File: src/rtl/run_sched_pkg.sv
// Shared state encoding and a state-name decode for run_sched.
package run_sched_pkg;

  typedef enum logic [2:0] {
    IDLE = 3'd0,
    LOAD = 3'd1,
    RUN  = 3'd2,
    LAST = 3'd3,
    GAP  = 3'd4,
    DONE = 3'd5
  } state_t;

  // Four-character ASCII tag for a state, handy when printing from a bench.
  function automatic logic [31:0] state_name(input state_t s);
    case (s)
      IDLE:    state_name = "IDLE";
      LOAD:    state_name = "LOAD";
      RUN:     state_name = "RUN ";
      LAST:    state_name = "LAST";
      GAP:     state_name = "GAP ";
      DONE:    state_name = "DONE";
      default: state_name = "ILL?";
    endcase
  endfunction

endpackage

File: src/rtl/run_sched.sv
// Burst sequencer: LOAD, then bursts x (RUN x len, LAST) with GAP between
// bursts, then DONE. All outputs are registered and decoded from nstate so
// each value lines up with the state it describes.
module run_sched
  import run_sched_pkg::*;
#(
  parameter int CNT_W   = 4,
  parameter int BURST_W = 3
) (
  input  logic               clk,
  input  logic               rst_n,
  input  logic               start,
  input  logic [CNT_W-1:0]   run_len,
  input  logic [BURST_W-1:0] bursts,
  input  logic               abort,
  output logic               busy,
  output logic               run_en,
  output logic [CNT_W-1:0]   cnt,
  output logic [BURST_W-1:0] burst_idx,
  output logic               phase,
  output logic               done,
  output logic               err
);

  state_t             state, nstate;
  logic [CNT_W-1:0]   len_q;
  logic [BURST_W-1:0] bursts_q;
  logic               accept;

  // A start is only taken in IDLE and only with a nonzero burst count.
  assign accept = (state == IDLE) && start && (bursts != '0);

  // State register.
  always_ff @(posedge clk or negedge rst_n) begin
    if (!rst_n) state <= IDLE;
    else        state <= nstate;
  end

  // Next-state logic; abort overrides everything outside IDLE.
  always_comb begin
    nstate = state;
    case (state)
      IDLE: if (accept) nstate = LOAD;
      LOAD: nstate = RUN;
      RUN:  if (cnt == len_q - CNT_W'(1)) nstate = LAST;
      LAST: nstate = (burst_idx == bursts_q - BURST_W'(1)) ? DONE : GAP;
      GAP:  nstate = RUN;
      DONE: nstate = IDLE;
      default: nstate = IDLE;
    endcase
    if (abort && state != IDLE) nstate = IDLE;
  end

  // Latch the burst shape on an accepted start; a zero length runs one cycle.
  always_ff @(posedge clk or negedge rst_n) begin
    if (!rst_n) begin
      len_q    <= '0;
      bursts_q <= '0;
    end else if (accept) begin
      len_q    <= (run_len == '0) ? CNT_W'(1) : run_len;
      bursts_q <= bursts;
    end
  end

  // Registered outputs decoded from the state being entered.
  always_ff @(posedge clk or negedge rst_n) begin
    if (!rst_n) begin
      busy      <= 1'b0;
      run_en    <= 1'b0;
      cnt       <= '0;
      burst_idx <= '0;
      phase     <= 1'b0;
      done      <= 1'b0;
      err       <= 1'b0;
    end else begin
      busy   <= (nstate != IDLE);
      run_en <= (nstate == RUN);
      done   <= (nstate == DONE);
      err    <= (state == IDLE) && start && (bursts == '0);
      cnt    <= (nstate == RUN && state == RUN) ? cnt + CNT_W'(1) : '0;
      if (nstate == LOAD)                    burst_idx <= '0;
      else if (nstate == GAP)                burst_idx <= burst_idx + BURST_W'(1);
      if (nstate == LAST && state != LAST)   phase     <= ~phase;
    end
  end

endmodule

File: config.mk
export PLATFORM = sky130hd
export DESIGN_NAME = run_sched
export DESIGN_NICKNAME = d
export VERILOG_FILES = /design/src/rtl/run_sched_pkg.sv /design/src/rtl/run_sched.sv
export SDC_FILE = /design/constraint.sdc
export NUM_CORES = 1
export LEC_CHECK = 0
export CORE_ASPECT_RATIO = 0.75
export CORE_MARGIN = 2
export CORE_UTILIZATION = 30
export DETAILED_ROUTE_END_ITERATION = 10
export SYNTH_ARGS = -nofsm -noshare
export SYNTH_HDL_FRONTEND = slang
export SYNTH_SLANG_ARGS = --single-unit
File: constraint.sdc
create_clock -name clk -period 2.6 [get_ports clk]
set_clock_uncertainty 0.05 [all_clocks]
set_input_delay 0.52 -clock clk [delete_from_list [all_inputs] [get_ports clk]]
set_output_delay 0.52 -clock clk [all_outputs]
set_load 0.05 [all_outputs]
==> key figures, run 1 <==
Outcome
  – Run status: finished, final reports clean

Detailed routing
  – DR vias: 846
  – Via density: 4.67
  – First-pass DRT Iterations: 4
  – Initial drt markers: 42
  – WL/cell: about 13 um
  – Final wirelength: roughly 2300 um
  – Final ANT Viol Nets: 0
  – Number of remaining DRC errors: 0

Setup path
  – CP Cell Sequence: clkdlybuf4s50_1
  – Crit path max fanout: 5
  – Slowest CP cell: clkdlybuf4s50_1
  – Critical path buffers and inverters: 1
  – Kind of critical path: register to output port
  – Worst EP arrival: approximately 1500 ps
  – Setup crit start kind: register
  – Required time of the critical path: a little over 2000 ps
  – Critical Path End Type: output port
  – Max incr delay on CP: between 800 and 900 ps
  – CP delay by family, top: buffers and inverters

Placement
  – Placed inst area: about 1400 um2
  – Dpl hpwl: between 1500 and 2000 um
  – I/O Buffers: 22
  – Gp weighted congestion: 0.777

Logic synthesis
  – Cell accounting for the most synthesized area: dfrtp_1
  – Synth Instances: 105
  – Area fraction in compound gates after synthesis: 11.8%
  – Synth top area cells: dfrtp_1 48%, nand2_1 5.3%, ha_1 4.4%, xnor3_1 3.9%, xnor2_1 3.8%
  – Syn_nets: 120
  – Main combinational cell family by area after synthesis: simple AND/OR/NAND/NOR gates
  – Syn avg cell area: ~11 um2
  – #FFs+latches synth: 22
  – Post-Synth Simple-Gate Area: between 10% and 20%
  – Synth cell types: 34
  – Part of the Yosys area used for sequential elements: 48.2%
  – Mapped Area: 1140 um2
  – Top cell type's share of synthesized area: 48.2%
  – Post-synthesis mux area share: under 10%
  – Post-Synth XOR/XNOR Area: between 10% and 20%
  – Ys Warns: 0
  – Post-synthesis adder-cell area fraction: 4.38%

Floorplan
  – Die area: 4320 um2
  – Die Y: around 57 um
  – # IOs: 23
  – FP Rows: 19
  – Die Span X: between 70 and 80 um
  – Core area: 3660 um2
  – Initial core utilization: between 30% and 40%

Final layout
  – Most frequent cells in the layout: 22 x dfrtp_1, 22 x clkdlybuf4s50_1, 16 x nand2_1
  – Layout area overhead: 28.4%
  – Fin area: between 1000 and 1500 um2
  – Final core area utilization: 40.1%
  – Nets: ~150
  – Share of cells above drive strength 1: roughly 8.5%
  – Number of diodes: 0

Clock tree
  – Cts hold-fix bufs: 0
  – TritonCTS clock tree: done
  – Root Buffer: clkbuf_8
  – H-tree Lvls: 1
  – Setup Buffers After CTS: 0
  – CTS Buffer Depth: 2
  – Sink Count: 22
  – Worst skew pair latency: around 250 ps
  – Post-CTS sizing: 0
  – Number of CTS-inserted buffers: 3
  – Reg clk slew, reported paths: 70 ps

Timing
  – RSZ-0062 raised after global routing: false
  – Setup Total Neg Slack: 0 ps
  – Setup Viol. Count Final: 0
  – Fin. max-slew vios: 0
  – Final Hold Viols: 0
  – Tcrit/Tclk final: approximately four fifths
  – Achievable frequency: approximately 480 MHz
  – Actual slew at the worst max-slew pin: 821 ps
  – Rel. slew slack: between 40% and 50%
  – Min Tclk post-route: between 2000 and 2500 ps

Global route
  – Global Route Usage Sum: a little under an eighth
  – Vias in the first global route: just over 800
  – Largest net degree at the start of global routing: 23
  – Remaining Overflow, GRT: 0
  – Initial antenna violation count: 0
  – First-pass GRT wire length: between 3000 and 4000 um

Power
  – Leak: between 0.6 and 0.7 nW
  – Max VDD drop: between 0.0004 and 0.0005 V
  – PwrDens: roughly 950 nW/um2

Flow run
  – MaxCap Viol Count: 0

Hold path
  – Tightest Hold Check Type: register to register
==> worst reg2reg max path, cell delays in order (launching register included) <==
cell and delay (ps):
dfrtp_1 360, inv_1 70, ha_1 210, xnor3_1 400, a311oi_4 390, mux2i_1 230
nor2_1 50
==> metrics by stage <==
step	worst slack [ps]	std cells	total power [mW]	hold WS, ps
2_1_floorplan	640	105	1.04	174
3_3_place_gp	389	178	1.19	429
3_5_place_dp	353	178	1.21	430
4_1_cts	496	181	1.42	444
5_1_grt	450	181	1.51	498
6_report	507	181	1.40	437
==> where the power goes <==
part	switching, mW	internal (mW)	total (mW)
combinational	0.399	0.277	0.677
sequential	0.0828	0.438	0.521
clock	0.0993	0.103	0.202
==> layout make-up <==
cell class                 count  area (um2)
fill                         375        2190
sequential                    22         551
tap                           52        65.1
timing repair buffer          23         228
clock buffer                   3        41.3
multi-input combinational     75         559
inverter                       6        22.5
==> synthesized netlist by cell type <==
| cell | count |
|---|---|
| nand3_1 | 4 |
| ha_1 | 4 |
| o31ai_1 | 1 |
| nor3b_2 | 1 |
| nand4b_1 | 1 |
| nand4_2 | 1 |
| o211ai_2 | 1 |
| and3_1 | 1 |
| dfrtp_1 | 22 |
| a311oi_4 | 1 |
| o21ai_1 | 5 |
| mux2i_1 | 2 |
| a21oi_1 | 5 |
| xnor2_1 | 5 |
| o21a_1 | 1 |
| a211o_1 | 2 |
| o21ai_0 | 1 |
| inv_1 | 5 |
| nor3_1 | 2 |
| nor4b_1 | 1 |
| or3_1 | 1 |
| nor4_1 | 1 |
| xor2_1 | 5 |
| inv_2 | 1 |
| nand2_1 | 16 |
| nand3b_1 | 3 |
| nand2b_1 | 1 |
| o2111ai_1 | 1 |
| nor4b_2 | 1 |
| nor2_2 | 1 |
| xnor3_1 | 2 |
| buf_2 | 2 |
| nor2_1 | 2 |
| and2_1 | 2 |
==> per-layer routing <==
layer | part of all wire [%] | vias up | GRT usage [%]
li1 | - | 413 | -
met1 | 51 | 414 | 17.4
met2 | 43 | 17 | 17.0
met3 | 5.7 | 2 | 3.71
met4 | 0.17 | 0 | 1.50
met5 | 0 | - | 0
==> kinds of logic after synthesis <==
group | after synthesis
adders and majority gates | 4
and+or+nand+nor | 39
DFF | 22
buffers and inverters | 8
xor gates and xnor gates | 12
AOI/OAI and AO/OA | 18
muxes | 2
==> path summary, 6_finish.rpt <==
kind,cells after the start,slack (ps),from,endpoint
setup / recovery,1,510,cnt[0]$_DFF_PN0_,cnt[0]
hold / removal,2,440,bursts_q[2]$_DFFE_PN0P_,bursts_q[2]$_DFFE_PN0P_
setup reg to reg,6,720,bursts_q[0]$_DFFE_PN0P_,burst_idx[1]$_DFFE_PN0P_
hold reg to reg,2,440,bursts_q[2]$_DFFE_PN0P_,bursts_q[2]$_DFFE_PN0P_
max in group asynchronous,2,1710,rst_n,burst_idx[1]$_DFFE_PN0P_
min in group asynchronous,2,560,rst_n,len_q[0]$_DFFE_PN0P_
==> flip-flops by register name, summed over array words and instances (netlist names) <==
| name | count |
|---|---|
| cnt | 4 |
| len_q | 4 |
| burst_idx | 3 |
| bursts_q | 3 |
| state | 3 |
| busy | 1 |
| done | 1 |
| err | 1 |
| phase | 1 |
| run_en | 1 |
(Power assumes the default switching activity.)
==> run 2: changes to the inputs <==
==> constraint.sdc (replaced) <==
create_clock -name clk -period 1.8 [get_ports clk]
set_clock_uncertainty 0.05 [all_clocks]
set_input_delay 0.36 -clock clk [delete_from_list [all_inputs] [get_ports clk]]
set_output_delay 0.36 -clock clk [all_outputs]
set_load 0.05 [all_outputs]
==> run 2 against run 1 <==
Via count is 5.3% higher. Sequential share of layout area is 2.9 points lower. Flip-flop and latch count unchanged. Die area unchanged. Combinational power is 71% higher. Critical path depth grew 5. Design area rose by 8.6%. Largest cell class unchanged. Global-route usage rose by 1.3 points. Critical endpoint is now burst_idx[1]$_DFFE_PN0P_. Non-clock buffer count up 14.
==> key figures, run 2 (synthesis results as in run 1) <==
Clock tree
  – Reg clk slew, reported paths: 80 ps
  – Root Buffer: clkbuf_8
  – Cts hold-fix bufs: 0
  – Sink Count: 22
  – TritonCTS clock tree: done
  – Number of CTS-inserted buffers: 3
  – H-tree Lvls: 1
  – CTS Buffer Depth: 2
  – Worst skew pair latency: 260 ps

Detailed routing
  – Final ANT Viol Nets: 0
  – Number of remaining DRC errors: 0
  – First-pass DRT Iterations: 4
  – Via density: ~4.5
  – Initial drt markers: 22
  – Final wirelength: ~2500 um
  – WL/cell: between 10 and 15 um
  – DR vias: 891

Timing
  – Setup Viol. Count Final: 0
  – Fin. max-slew vios: 0
  – Setup Total Neg Slack: 0 ps
  – Actual slew at the worst max-slew pin: roughly 430 ps
  – Rel. slew slack: around 71%
  – RSZ-0062 raised after global routing: false
  – Achievable frequency: approximately 590 MHz
  – Min Tclk post-route: approximately 1700 ps
  – Tcrit/Tclk final: 94.5%
  – PnR worst setup slack: roughly 99 ps
  – WHS: around 390 ps
  – Final Hold Viols: 0

Setup path
  – Required time of the critical path: about 1900 ps
  – Flop2flop setup slack: 100 ps
  – CP Cell Sequence: inv_1 > ha_1 > xnor3_1 > a311oi_4 > mux2i_1 > nor2_1
  – Slowest CP cell: dfrtp_1
  – Setup crit start kind: register
  – Crit path max fanout: 3
  – Max incr delay on CP: ~400 ps
  – Worst EP arrival: between 1500 and 2000 ps
  – R2R depth: 6
  – Critical Path End Type: register
  – Kind of critical path: register to register

Global route
  – Largest net degree at the start of global routing: 23
  – First-pass GRT wire length: roughly 4200 um
  – Global Route Usage Sum: 12.9%
  – Remaining Overflow, GRT: 0
  – Vias in the first global route: 902
  – Initial antenna violation count: 0

Final layout
  – Number of diodes: 0
  – Most common cell after layout, fill and taps aside: buf_4
  – Share of cells above drive strength 1: 28.5%
  – Most frequent cells in the layout: 26 x buf_4, 21 x dfrtp_1, 16 x nand2_1
  – Top flop regs: cnt (4), len_q (4)
  – FILL cells: about 370
  – Layout area overhead: 39.4%
  – Sequential cell area: 552 um2
  – Area of the multi-input gates: about 590 um2
  – Nets: 160

Power
  – Leak: approximately 0.76 nW
  – Max VDD drop: approximately 0.00053 V
  – PwrDens: between 1000 and 1500 nW/um2

Floorplan
  – # IOs: 23
  – Initial core utilization: 31.2%
  – Die Y: ~57 um
  – FP Rows: 19
  – Core area: approximately 3700 um2
  – Die area: 4320 um2
  – Die Span X: around 75 um

Placement
  – Post-placement worst setup slack: -79.9 ps
  – Dpl hpwl: roughly 1900 um
  – I/O Buffers: 22
  – Gp weighted congestion: 0.772

Hold path
  – Tightest Hold Check Type: input port to asynchronous set/reset pin

Outcome
  – Run status: finished, final reports clean

Flow run
  – MaxCap Viol Count: 0
run 2: cell types whose count changed in the layout (fill, tap and decap cells not counted), sizes merged:
cell,change
buf,+26
clkbuf,+1
clkdlybuf4s50,-12
run 2: per-stage QoR:
stage                     instances  total power [mW]  cell area [um2]  utilization [%]
after floorplan                 105              1.51             1140                -
after global placement          192              1.84             1500             41.0
after detailed placement        192              1.87             1500             41.0
after CTS                       196              2.22             1560             42.5
after global routing            196              2.42             1590             43.5
final                           196              2.26             1590             43.5
run 2: path summary, 6_finish.rpt:
kind	start	endpoint
worst max-delay path	bursts_q[0]$_DFFE_PN0P_	burst_idx[1]$_DFFE_PN0P_
worst min-delay path	rst_n	burst_idx[1]$_DFFE_PN0P_
worst max register to register	bursts_q[0]$_DFFE_PN0P_	burst_idx[1]$_DFFE_PN0P_
worst min register to register	bursts_q[2]$_DFFE_PN0P_	bursts_q[2]$_DFFE_PN0P_
max in group asynchronous	rst_n	burst_idx[2]$_DFFE_PN0P_
min in group clk	bursts_q[2]$_DFFE_PN0P_	bursts_q[2]$_DFFE_PN0P_
run 2: final cells by class:
class                      instances  share of cell area [%]
sequential                        22                    34.6
tap                               52                    4.08
inverter                           6                    1.41
clock buffer                       4                    3.46
multi-input combinational         75                    37.2
timing repair buffer              37                    19.2
run 2: per-layer routing:
layer  vias up  global-route usage, %  share of wire, %
li1        440                      -                 -
met1       426                   18.4                49
met5         -                      0                 0
met3         3                   3.89               4.8
met4         0                   3.01              0.69
met2        22                   19.3                45
run 2: report_power, final:
group | switching (mW) | total, mW | internal (mW)
logic | 0.664 | 1.16 | 0.496
clock network | 0.163 | 0.358 | 0.195
registers | 0.105 | 0.737 | 0.633
run 2: timing repair:
item | in CTS | in global routing
endpoints found under the setup margin | 3 | 6
resized for setup | 0 | 5
setup buffers | 0 | 0
pin swaps | 2 | 5
run 2: critical path: cells and delay by family (launching register included):
kind                       cells  cell delay (ps)
buffers and inverters          1               80
DFF                            1              390
xor gates and xnor gates       1              270
and+or+nand+nor                1               50
muxes                          1              220
AOI/OAI and AO/OA              1              360
adders and majority gates      1              160
==> run 3: changes to the inputs <==
--- a/config.mk
+++ b/config.mk
@@ -9,6 +9,7 @@
 export CORE_MARGIN = 2
 export CORE_UTILIZATION = 30
 export DETAILED_ROUTE_END_ITERATION = 10
+export GPL_ROUTABILITY_DRIVEN = 0
 export SYNTH_ARGS = -nofsm -noshare
 export SYNTH_HDL_FRONTEND = slang
 export SYNTH_SLANG_ARGS = --single-unit
==> results of run 3 <==
No change in the layout: final DEF, timing and power equal those of run 2.
